`src/rtl/color_mixer_stream_if.sv`:
```
// Stream bundle for color_mixer_stream: operand beats on s_*, result beats on m_*.
// m_overflow is present only when COLOR_MIXER_STREAM_OVERFLOW_FLAG_EN is defined.
interface color_mixer_stream_if #(
  parameter int SUB_PIXEL_WIDTH      = 9,
  parameter int NUMBER_OF_SUB_PIXELS = 4,
  parameter int USER_WIDTH           = 1
);
  localparam int PIXEL_WIDTH = SUB_PIXEL_WIDTH * NUMBER_OF_SUB_PIXELS;

  logic                   s_valid;
  logic                   s_ready;
  logic [PIXEL_WIDTH-1:0] s_colorA;
  logic [PIXEL_WIDTH-1:0] s_colorB;
  logic [PIXEL_WIDTH-1:0] s_colorC;
  logic [PIXEL_WIDTH-1:0] s_colorD;
  logic [1:0]             s_mode;
  logic [USER_WIDTH-1:0]  s_user;
  logic                   m_valid;
  logic                   m_ready;
  logic [PIXEL_WIDTH-1:0] m_color;
  logic [USER_WIDTH-1:0]  m_user;

`ifdef COLOR_MIXER_STREAM_OVERFLOW_FLAG_EN
  logic [NUMBER_OF_SUB_PIXELS-1:0] m_overflow;

  // Mixer side
  modport slave (
    input  s_valid, s_colorA, s_colorB, s_colorC, s_colorD, s_mode, s_user, m_ready,
    output s_ready, m_valid, m_color, m_user, m_overflow
  );

  // Source/sink side
  modport master (
    output s_valid, s_colorA, s_colorB, s_colorC, s_colorD, s_mode, s_user, m_ready,
    input  s_ready, m_valid, m_color, m_user, m_overflow
  );
`else
  // Mixer side
  modport slave (
    input  s_valid, s_colorA, s_colorB, s_colorC, s_colorD, s_mode, s_user, m_ready,
    output s_ready, m_valid, m_color, m_user
  );

  // Source/sink side
  modport master (
    output s_valid, s_colorA, s_colorB, s_colorC, s_colorD, s_mode, s_user, m_ready,
    input  s_ready, m_valid, m_color, m_user
  );
`endif
endinterface

```
`src/rtl/color_mixer_stream.sv`:
```
// Two-stage per-channel signed mixer (A*B +/- C*D) with rounding and saturation.
// Define COLOR_MIXER_STREAM_OVERFLOW_FLAG_EN to add the per-channel m_overflow flags.
module color_mixer_stream #(
  parameter int SUB_PIXEL_WIDTH          = 9,
  parameter int NUMBER_OF_SUB_PIXELS     = 4,
  parameter int SUB_PIXEL_CALC_PRECISION = SUB_PIXEL_WIDTH,
  parameter int USER_WIDTH               = 1
) (
  input logic                 aclk,
  input logic                 reset,
  color_mixer_stream_if.slave bus
);
  localparam int W           = SUB_PIXEL_WIDTH;
  localparam int N           = NUMBER_OF_SUB_PIXELS;
  localparam int P           = SUB_PIXEL_CALC_PRECISION;
  localparam int PIXEL_WIDTH = W * N;
  localparam int PROD_W      = 2 * P - 1;
  localparam int SUM_W       = 2 * P;
  localparam int ACC_W       = 2 * P + 1;
  localparam int FILL_W      = W - P;

  localparam logic [1:0] MODE_SUB = 2'd1;
  localparam logic [1:0] MODE_MUL = 2'd2;

  // 2^(P-1)-1 is both the rounding constant and the positive clip level (1.0).
  localparam logic signed [ACC_W-1:0] ROUND_K = ACC_W'((1 << (P - 1)) - 1);
  localparam logic signed [ACC_W-1:0] SAT_MAX = ROUND_K;
  localparam logic signed [ACC_W-1:0] SAT_MIN = ACC_W'(-(1 << (P - 1)));

  logic                      ce;
  logic                      s1_valid;
  logic [N-1:0][PROD_W-1:0]  ab_d;
  logic [N-1:0][PROD_W-1:0]  cd_d;
  logic [N-1:0][PROD_W-1:0]  ab_q;
  logic [N-1:0][PROD_W-1:0]  cd_q;
  logic [1:0]                mode_q;
  logic [USER_WIDTH-1:0]     user_q;
  logic                      out_valid;
  logic [PIXEL_WIDTH-1:0]    color_d;
  logic [PIXEL_WIDTH-1:0]    color_q;
  logic [USER_WIDTH-1:0]     out_user;
`ifdef COLOR_MIXER_STREAM_OVERFLOW_FLAG_EN
  logic [N-1:0]              clip_d;
  logic [N-1:0]              clip_q;
`endif

  // Whole pipeline advances together; an empty output register always accepts.
  assign ce          = !out_valid || bus.m_ready;
  assign bus.s_ready = ce;
  assign bus.m_valid = out_valid;
  assign bus.m_color = color_q;
  assign bus.m_user  = out_user;
`ifdef COLOR_MIXER_STREAM_OVERFLOW_FLAG_EN
  assign bus.m_overflow = clip_q;
`endif

  for (genvar i = 0; i < N; i++) begin : g_ch
    logic signed [P-1:0]     op_a;
    logic signed [P-1:0]     op_b;
    logic signed [P-1:0]     op_c;
    logic signed [P-1:0]     op_d;
    logic signed [SUM_W-1:0] sum;
    logic signed [ACC_W-1:0] shifted;
    logic signed [P-1:0]     sat;
    logic                    hi;
    logic                    lo;

    // Arithmetic uses the upper P bits of each stored sub pixel.
    assign op_a = bus.s_colorA[i*W + W-1 -: P];
    assign op_b = bus.s_colorB[i*W + W-1 -: P];
    assign op_c = bus.s_colorC[i*W + W-1 -: P];
    assign op_d = bus.s_colorD[i*W + W-1 -: P];

    assign ab_d[i] = PROD_W'(op_a) * PROD_W'(op_b);
    assign cd_d[i] = PROD_W'(op_c) * PROD_W'(op_d);

    always_comb begin
      // NOTE: assigning a default before the case keeps every path driven, so no latch is inferred.
      sum = SUM_W'($signed(ab_q[i])) + SUM_W'($signed(cd_q[i]));
      case (mode_q)
        MODE_SUB: sum = SUM_W'($signed(ab_q[i])) - SUM_W'($signed(cd_q[i]));
        MODE_MUL: sum = SUM_W'($signed(ab_q[i]));
        default:  sum = SUM_W'($signed(ab_q[i])) + SUM_W'($signed(cd_q[i]));
      endcase
    end

    assign shifted = (ACC_W'(sum) + ROUND_K) >>> (P - 1);
    assign hi      = shifted > SAT_MAX;
    assign lo      = shifted < SAT_MIN;
    assign sat     = hi ? SAT_MAX[P-1:0] : (lo ? SAT_MIN[P-1:0] : shifted[P-1:0]);

    if (FILL_W == 0) begin : g_exact
      assign color_d[i*W +: W] = sat;
    end else begin : g_fill
      // Low bits repeat the fraction bits so full scale stays full scale when widened.
      logic [FILL_W-1:0] fill;
      for (genvar k = 0; k < FILL_W; k++) begin : g_bit
        assign fill[FILL_W-1-k] = sat[P-2 - (k % (P-1))];
      end
      assign color_d[i*W +: W] = {sat, fill};
    end

`ifdef COLOR_MIXER_STREAM_OVERFLOW_FLAG_EN
    assign clip_d[i] = hi | lo;
`endif
  end

  always_ff @(posedge aclk) begin
    if (reset) begin
      // NOTE: data registers are cleared too so m_color/m_user read as zero straight out of reset.
      s1_valid  <= 1'b0;
      ab_q      <= '0;
      cd_q      <= '0;
      mode_q    <= '0;
      user_q    <= '0;
      out_valid <= 1'b0;
      color_q   <= '0;
      out_user  <= '0;
`ifdef COLOR_MIXER_STREAM_OVERFLOW_FLAG_EN
      clip_q    <= '0;
`endif
    end else if (ce) begin
      // NOTE: non-blocking assignments let stage 2 take stage 1's old contents on the same edge.
      s1_valid  <= bus.s_valid;
      ab_q      <= ab_d;
      cd_q      <= cd_d;
      mode_q    <= bus.s_mode;
      user_q    <= bus.s_user;
      out_valid <= s1_valid;
      color_q   <= color_d;
      out_user  <= user_q;
`ifdef COLOR_MIXER_STREAM_OVERFLOW_FLAG_EN
      clip_q    <= clip_d;
`endif
    end
  end
endmodule
```
`src/flat_wrapper.sv`:
```
// flat-port wrapper written by rule: the top's interface ports become plain ports
module color_mixer_stream_flat 
#(
  parameter int SUB_PIXEL_WIDTH          = 9,
  parameter int NUMBER_OF_SUB_PIXELS     = 4,
  parameter int SUB_PIXEL_CALC_PRECISION = SUB_PIXEL_WIDTH,
  parameter int USER_WIDTH               = 1
)
  (aclk, reset, bus_s_valid, bus_s_colorA, bus_s_colorB, bus_s_colorC, bus_s_colorD, bus_s_mode, bus_s_user, bus_m_ready, bus_s_ready, bus_m_valid, bus_m_color, bus_m_user);
  color_mixer_stream_if #(.SUB_PIXEL_WIDTH(SUB_PIXEL_WIDTH), .NUMBER_OF_SUB_PIXELS(NUMBER_OF_SUB_PIXELS), .USER_WIDTH(USER_WIDTH)) bus_i ();
  input logic aclk;
  input logic reset;
  input wire logic [$bits(bus_i.s_valid)-1:0] bus_s_valid;
  input wire logic [$bits(bus_i.s_colorA)-1:0] bus_s_colorA;
  input wire logic [$bits(bus_i.s_colorB)-1:0] bus_s_colorB;
  input wire logic [$bits(bus_i.s_colorC)-1:0] bus_s_colorC;
  input wire logic [$bits(bus_i.s_colorD)-1:0] bus_s_colorD;
  input wire logic [$bits(bus_i.s_mode)-1:0] bus_s_mode;
  input wire logic [$bits(bus_i.s_user)-1:0] bus_s_user;
  input wire logic [$bits(bus_i.m_ready)-1:0] bus_m_ready;
  output wire logic [$bits(bus_i.s_ready)-1:0] bus_s_ready;
  output wire logic [$bits(bus_i.m_valid)-1:0] bus_m_valid;
  output wire logic [$bits(bus_i.m_color)-1:0] bus_m_color;
  output wire logic [$bits(bus_i.m_user)-1:0] bus_m_user;
  assign bus_i.s_valid = bus_s_valid;
  assign bus_i.s_colorA = bus_s_colorA;
  assign bus_i.s_colorB = bus_s_colorB;
  assign bus_i.s_colorC = bus_s_colorC;
  assign bus_i.s_colorD = bus_s_colorD;
  assign bus_i.s_mode = bus_s_mode;
  assign bus_i.s_user = bus_s_user;
  assign bus_i.m_ready = bus_m_ready;
  assign bus_s_ready = bus_i.s_ready;
  assign bus_m_valid = bus_i.m_valid;
  assign bus_m_color = bus_i.m_color;
  assign bus_m_user = bus_i.m_user;
  color_mixer_stream #(.SUB_PIXEL_WIDTH(SUB_PIXEL_WIDTH), .NUMBER_OF_SUB_PIXELS(NUMBER_OF_SUB_PIXELS), .SUB_PIXEL_CALC_PRECISION(SUB_PIXEL_CALC_PRECISION), .USER_WIDTH(USER_WIDTH)) u_core (.aclk(aclk), .reset(reset), .bus(bus_i));
endmodule
```
`config.mk`:
```
export PLATFORM = sky130hd
export DESIGN_NAME = color_mixer_stream_flat
export DESIGN_NICKNAME = d
export VERILOG_FILES = /design/src/rtl/color_mixer_stream_if.sv /design/src/rtl/color_mixer_stream.sv /design/src/flat_wrapper.sv
export SDC_FILE = /design/constraint.sdc
export NUM_CORES = 2
export LEC_CHECK = 0
export CORE_MARGIN = 2
export CORE_UTILIZATION = 40
export DETAILED_ROUTE_END_ITERATION = 6
export GPL_TIMING_DRIVEN = 0
export PLACE_DENSITY = 0.54
export SLEW_MARGIN = 20
export SYNTH_ARGS = -nofsm -noshare
export SYNTH_HDL_FRONTEND = slang
export SYNTH_SLANG_ARGS = --single-unit
```
`constraint.sdc`:
```
create_clock -name aclk -period 7.6 [get_ports aclk]
set_input_delay 0.76 -clock aclk [delete_from_list [all_inputs] [get_ports aclk]]
set_output_delay 0.76 -clock aclk [all_outputs]
set_load 0.005 [all_outputs]
```
Yosys cells after proc, flatten, opt, wreduce, memory -nomap -nowiden
Index checks and enable logic that the tools add are counted.
{"block": "op_classes", "addsub": 12, "n_mul": 8, "magnitude_cmp": 8, "n_eq_ne": 2, "mux": 12, "reduce_logical": 2}
{"cell": "$pmux W18 S2", "n": 4}
{"cell": "$mul A9 B9 Y17", "n": 8}
{"cell": "$add A18 B9 Y19 const B", "n": 4}
{"cell": "$add A17 B17 Y18", "n": 4}
{"cell": "$mux W9", "n": 8}
{"cell": "$sub A17 B17 Y18", "n": 4}
{"cell": "$gt A11 B9 Y1 const B", "n": 4}
{"cell": "$lt A11 B9 Y1 const B", "n": 4}
{"cell": "$eq A2 B1 Y1 const B", "n": 1}
{"cell": "$eq A2 B2 Y1 const B", "n": 1}
{"cell": "$logic_not A1 Y1", "n": 1}
{"cell": "$logic_or A1 B1 Y1", "n": 1}
{"block": "totals", "reg_bits": 178, "input_bits": 151, "output_inout_bits": 39, "wordCells": 58}

Logic depth before layout (Yosys ltp)
{"block": "depth", "depth_word": 6, "depth_mapped": 23, "ltp_nobuf": 22}

Worst setup path after synthesis
OpenSTA, ideal clock, no wires.
{"block": "synth_timing", "path_kind": "input -> register", "from": "in bus_s_colorA[35]", "to": "reg u_core.ab_q[67] (netlist bit)", "setup_time_ps": 120, "t_arrival_ps": 5253, "t_required_ps": 7480, "setup_slack_ps": 2227, "cell_stages": 22, "n_path_buf": 1, "cell_sequence": "clkbuf_1 -> nand2_1 -> inv_1 -> fa_1 -> inv_1 -> fa_1 -> inv_1 -> fa_1 -> inv_1 -> fa_1 -> inv_1 -> fa_1 -> ha_1 -> inv_1 -> o21bai_1 -> a21oi_1 -> o21bai_1 -> a21oi_1 -> o21ai_0 -> o41ai_1 -> or3_1 -> nand3_1"}
{"block": "synth_between", "elab_chain_len": 1}
{"item": "start, declared", "line": "flat_wrapper.sv:14", "text": "input wire logic [$bits(bus_i.s_colorA)-1:0] bus_s_colorA;"}
{"item": "$mul A9 B9 Y17", "line": "color_mixer_stream.sv:74", "text": "assign ab_d[i] = PROD_W'(op_a) * PROD_W'(op_b);"}
{"item": "end signal, assigned", "line": "color_mixer_stream.sv:112", "text": "ab_q <= '0;"}
{"item": "end signal, assigned", "line": "color_mixer_stream.sv:125", "text": "ab_q <= ab_d;"}
{"item": "end, declared", "line": "color_mixer_stream.sv:34", "text": "logic [N-1:0][PROD_W-1:0] ab_q;"}
No other way between the ends.
A chain may end at the register's enable or synchronous reset.

Worst setup path in the final report
{"block": "layout_timing", "from": "reg u_core.mode_q[0]", "to": "reg u_core.color_q[20], in the netlist u_core.bus.m_color[20]"}
{"block": "layout_between", "elab_chain_len": 6, "word_cells_on_any_way": 8, "cone_classes": "add/sub: 1; order compare: 2; eq/ne: 2; mux: 3"}
{"item": "start, declared", "line": "color_mixer_stream.sv:36", "text": "logic [1:0] mode_q;"}
{"item": "start signal, assigned", "line": "color_mixer_stream.sv:127", "text": "mode_q <= bus.s_mode;"}
{"item": "$eq A2 B2 Y1 / $eq A2 B1 Y1 (equally long branches)", "line": "color_mixer_stream.sv:80", "text": "case (mode_q)"}
{"item": "$pmux W18 S2 *", "line": "color_mixer_stream.sv:80"}
{"item": "$add A18 B9 Y19 *", "line": "color_mixer_stream.sv:87", "text": "assign shifted = (ACC_W'(sum) + ROUND_K) >>> (P - 1);"}
{"item": "$lt A11 B9 Y1", "line": "color_mixer_stream.sv:89", "text": "assign lo = shifted < SAT_MIN;"}
{"item": "$mux W9", "line": "color_mixer_stream.sv:90", "text": "assign sat = hi ? SAT_MAX[P-1:0] : (lo ? SAT_MIN[P-1:0] : shifted[P-1:0]);"}
{"item": "$mux W9 *", "line": "color_mixer_stream.sv:90"}
{"item": "end signal, assigned", "line": "color_mixer_stream.sv:130", "text": "color_q <= color_d;"}
{"item": "end, declared", "line": "color_mixer_stream.sv:40", "text": "logic [PIXEL_WIDTH-1:0] color_q;"}
Every way passes the cells marked *; elsewhere a longest branch is shown, timed or not.

==> run metrics <==
outcome=completed; routed len/inst=18.1 microns; Seq/Total Area, Yosys=0.101; DRC Markers=0; fin crit period=6.38 ns; Combinational Power Share=0.829; Clock Path Buffers=2; initial antenna violation count=5; sequential share of power=0.116; Ports=190; Root Buffer Master=clkbuf_16; P_sw=8070 uW; crit path max fanout=10; # Post-CTS Setup Buffers=0; largest net degree at the start of global routing=17; Synth Register Bits=178; vias per inst=5.17; FILL cells=9056; multiplexer share of the synthesized area=0.00481; Reg area=3560 sq um; worst skew pair latency=0.46 ns; Mapped Cells=4202; pins over their slew limit=0; library cells used by synthesis=96; Hold EP=u_core.bus.m_user; layout cell share with drive strength beyond 1=0.0242; combinational family with the most area after synthesis=adder cells; Final Cycle Share=0.840; Setup-failing EPs final=0; CP Launch Type=register; Max Fclk=157 MHz; Primary FF master, synth=dfxtp_1; Worst Path Arrival=6.75 ns; number of port buffers=107; first-pass GRT wire length=162000 microns; core area=88100 sq um; Synth Area in Compound Gates=0.119; WS Path Type=register to register; final setup margin=1.22 ns; Synth Area in Adders=0.432; die footprint=90900 sq um; Reg2Reg Depth=17; total CTS buffers=17; row count=109; Int Pwr=7490 uW; Clock transition at path regs=0.08 ns; RR Endpoint=u_core.bus.m_color[20]; max-cap viol count=0; Pleak=0.0179 uW; RR Startpoint=u_core.mode_q[0]; clock sink count=178; RSZ-0062 raised after global routing=no; Yosys warnings=0; simple-gate portion of the synthesized area=0.194; Slew @ Worst Pin=1.23 ns; via count=28500; worst reg2reg setup slack=1.22 ns; TritonRoute pass-1 iters=5; Die X=301 microns; Mapped Area=35400 sq um; RD Place Congestion=0.938; total wire length=99800 microns; setup tns final=0 ns; worst vdd ir=0.229 mV; hold path startpoint=u_core.user_q; Synth Area in XOR/XNOR=0.0604; Sw Share=0.519; Final Skew=0.0136 ns; vias in the first global route=29500; Final nets=5371; syn_area_per_cell=8.42 sq um; Post-synth EDFFs=0; Synth Net Count=5245; GRT Total Usage=0.227; Async S/R FF share, synth=0; # hold bufs at CTS=0; Crit. End Element=register; Die Height=301 microns; Max-slew headroom=0.180; cts repair resizes=0; Power Density=404 nW/um^2; area occupied by multi-input gates=28700 sq um; CP required=7.97 ns; TritonCTS clock tree=built; total gr overflow=0; final hold viol count=0; post-route ant nets=0; Initial Util=0.402; 1st-iter DRT viols=1570; HPWL Detailed=83400 microns; H-tree depth=4; hold depth=2; Clock power frac=0.056; dpl ws=1.28 ns; Syn-to-layout area delta=8.74%; min-delay worst type=register to register
## critical path, stage by stage, from the launching register on
cell,delay (ns)
dfxtp_1,0.51
nor2b_1,0.72
clkbuf_1,0.53
clkbuf_1,0.78
nor2_1,0.13
xnor2_1,0.29
ha_1,0.35
a211oi_1,0.39
o211ai_2,0.20
a41oi_1,0.27
xnor2_1,0.15
mux2i_1,0.13
or4_1,0.54
clkbuf_1,0.18
nand4bb_4,0.26
o211ai_2,0.23
nand3_1,0.26
o32ai_1,0.35
## cell usage in the layout, fill, tap and decap left out, types with 55 or more instances in the layout
cell type / instances
dfxtp_1: 178
and2_1: 284
inv_1: 658
clkdlybuf4s50_1: 107
nand2b_1: 64
ha_1: 352
a21oi_1: 256
fa_1: 540
nor2_1: 138
nand2_1: 627
nand3_1: 55
o21ai_0: 91
clkbuf_1: 155
xor2_1: 60
xnor2_1: 184
## worst max-delay path by stage
stage / start / endpoint / slack (ns)
CTS: u_core.mode_q[0] / u_core.bus.m_color[21] / 1.37
global placement: bus_s_colorC[14] / u_core.cd_q[32] / 1.30
global route: u_core.mode_q[0] / u_core.bus.m_color[19] / 0.84
finish: u_core.mode_q[0] / u_core.bus.m_color[20] / 1.22
detailed placement: bus_s_colorA[31] / u_core.ab_q[66] / 1.28
floorplan: bus_s_colorA[35] / u_core.ab_q[67] / 2.23
## per-stage QoR
stage	utilization	cell area, sq um	hold WS (ns)	total power, uW	cells
after floorplan	-	35400	0.432	11500	4202
after global placement	0.430	37900	0.441	14600	5474
after detailed placement	0.431	37900	0.446	14700	5474
after CTS	0.437	38500	0.451	15700	5506
after global routing	0.437	38500	0.468	17500	5506
final	0.437	38500	0.455	15600	5509
## layout make-up
class | instances | area share
inverter | 659 | 0.0643
multi-input combinational | 3190 | 0.745
sequential | 178 | 0.0926
antenna | 3 | 0.000195
tap | 1165 | 0.0379
buffer | 175 | 0.0181
clock inverter | 13 | 0.00263
timing repair buffer | 107 | 0.0278
clock buffer | 19 | 0.0118
## cells by family after synthesis
family	Yosys count
simple gates	1385
flops	178
compound gates	644
xor+xnor	244
mux	17
fa+ha+maj	900
buf+inv	834
## registers in the layout (all words and copies together), names as in the netlist
| name | cells |
|---|---|
| u_core.ab_q | 68 |
| u_core.bus.m_color | 36 |
| u_core.user_q | 1 |
| u_core.s1_valid | 1 |
| u_core.mode_q | 2 |
| u_core.bus.m_valid | 1 |
| u_core.bus.m_user | 1 |
| u_core.cd_q | 68 |
## layer usage
| metal | wire length, microns | GRT usage | vias to the layer above |
|---|---|---|---|
| li1 | - | - | 13700 |
| met1 | 44400 | 0.301 | 14100 |
| met2 | 48400 | 0.392 | 538 |
| met3 | 3750 | 0.0220 | 127 |
| met4 | 3180 | 0.0685 | 2 |
| met5 | 13 | 0 | - |
## power by group through the flow
stage	clock network (uW)	logic, uW	registers, uW
floorplan	0	9980	1570
global placement	0	12800	1820
detailed placement	0	12900	1820
CTS	878	13000	1800
global route	916	14800	1820
finish	867	12900	1800
## cells in the mapped netlist, types with 10 or more instances
master | n | area (sq um)
nand3_1 | 55 | 275
o21bai_1 | 35 | 263
nand2_1 | 627 | 2350
o31ai_1 | 14 | 105
or4_1 | 18 | 135
ha_1 | 352 | 4400
a21o_1 | 42 | 315
xor2_1 | 60 | 526
o211ai_1 | 22 | 165
nor3b_1 | 14 | 105
nor3_1 | 42 | 210
or3_1 | 19 | 119
a211oi_1 | 34 | 255
mux2i_1 | 17 | 170
o21ai_0 | 91 | 455
nand3b_1 | 17 | 128
nand4_1 | 10 | 62.6
clkbuf_1 | 156 | 586
nor2_1 | 139 | 522
a21oi_1 | 256 | 1280
nand2b_1 | 64 | 400
and3_1 | 14 | 87.6
fa_1 | 540 | 10800
nor4_1 | 13 | 81.3
o21a_1 | 22 | 165
inv_1 | 658 | 2470
xnor2_1 | 184 | 1610
dfxtp_1 | 178 | 3560
nor2b_1 | 24 | 150
and2_1 | 284 | 1780
nand4b_1 | 14 | 123
o41ai_1 | 12 | 105
(Power assumes the default switching activity.)
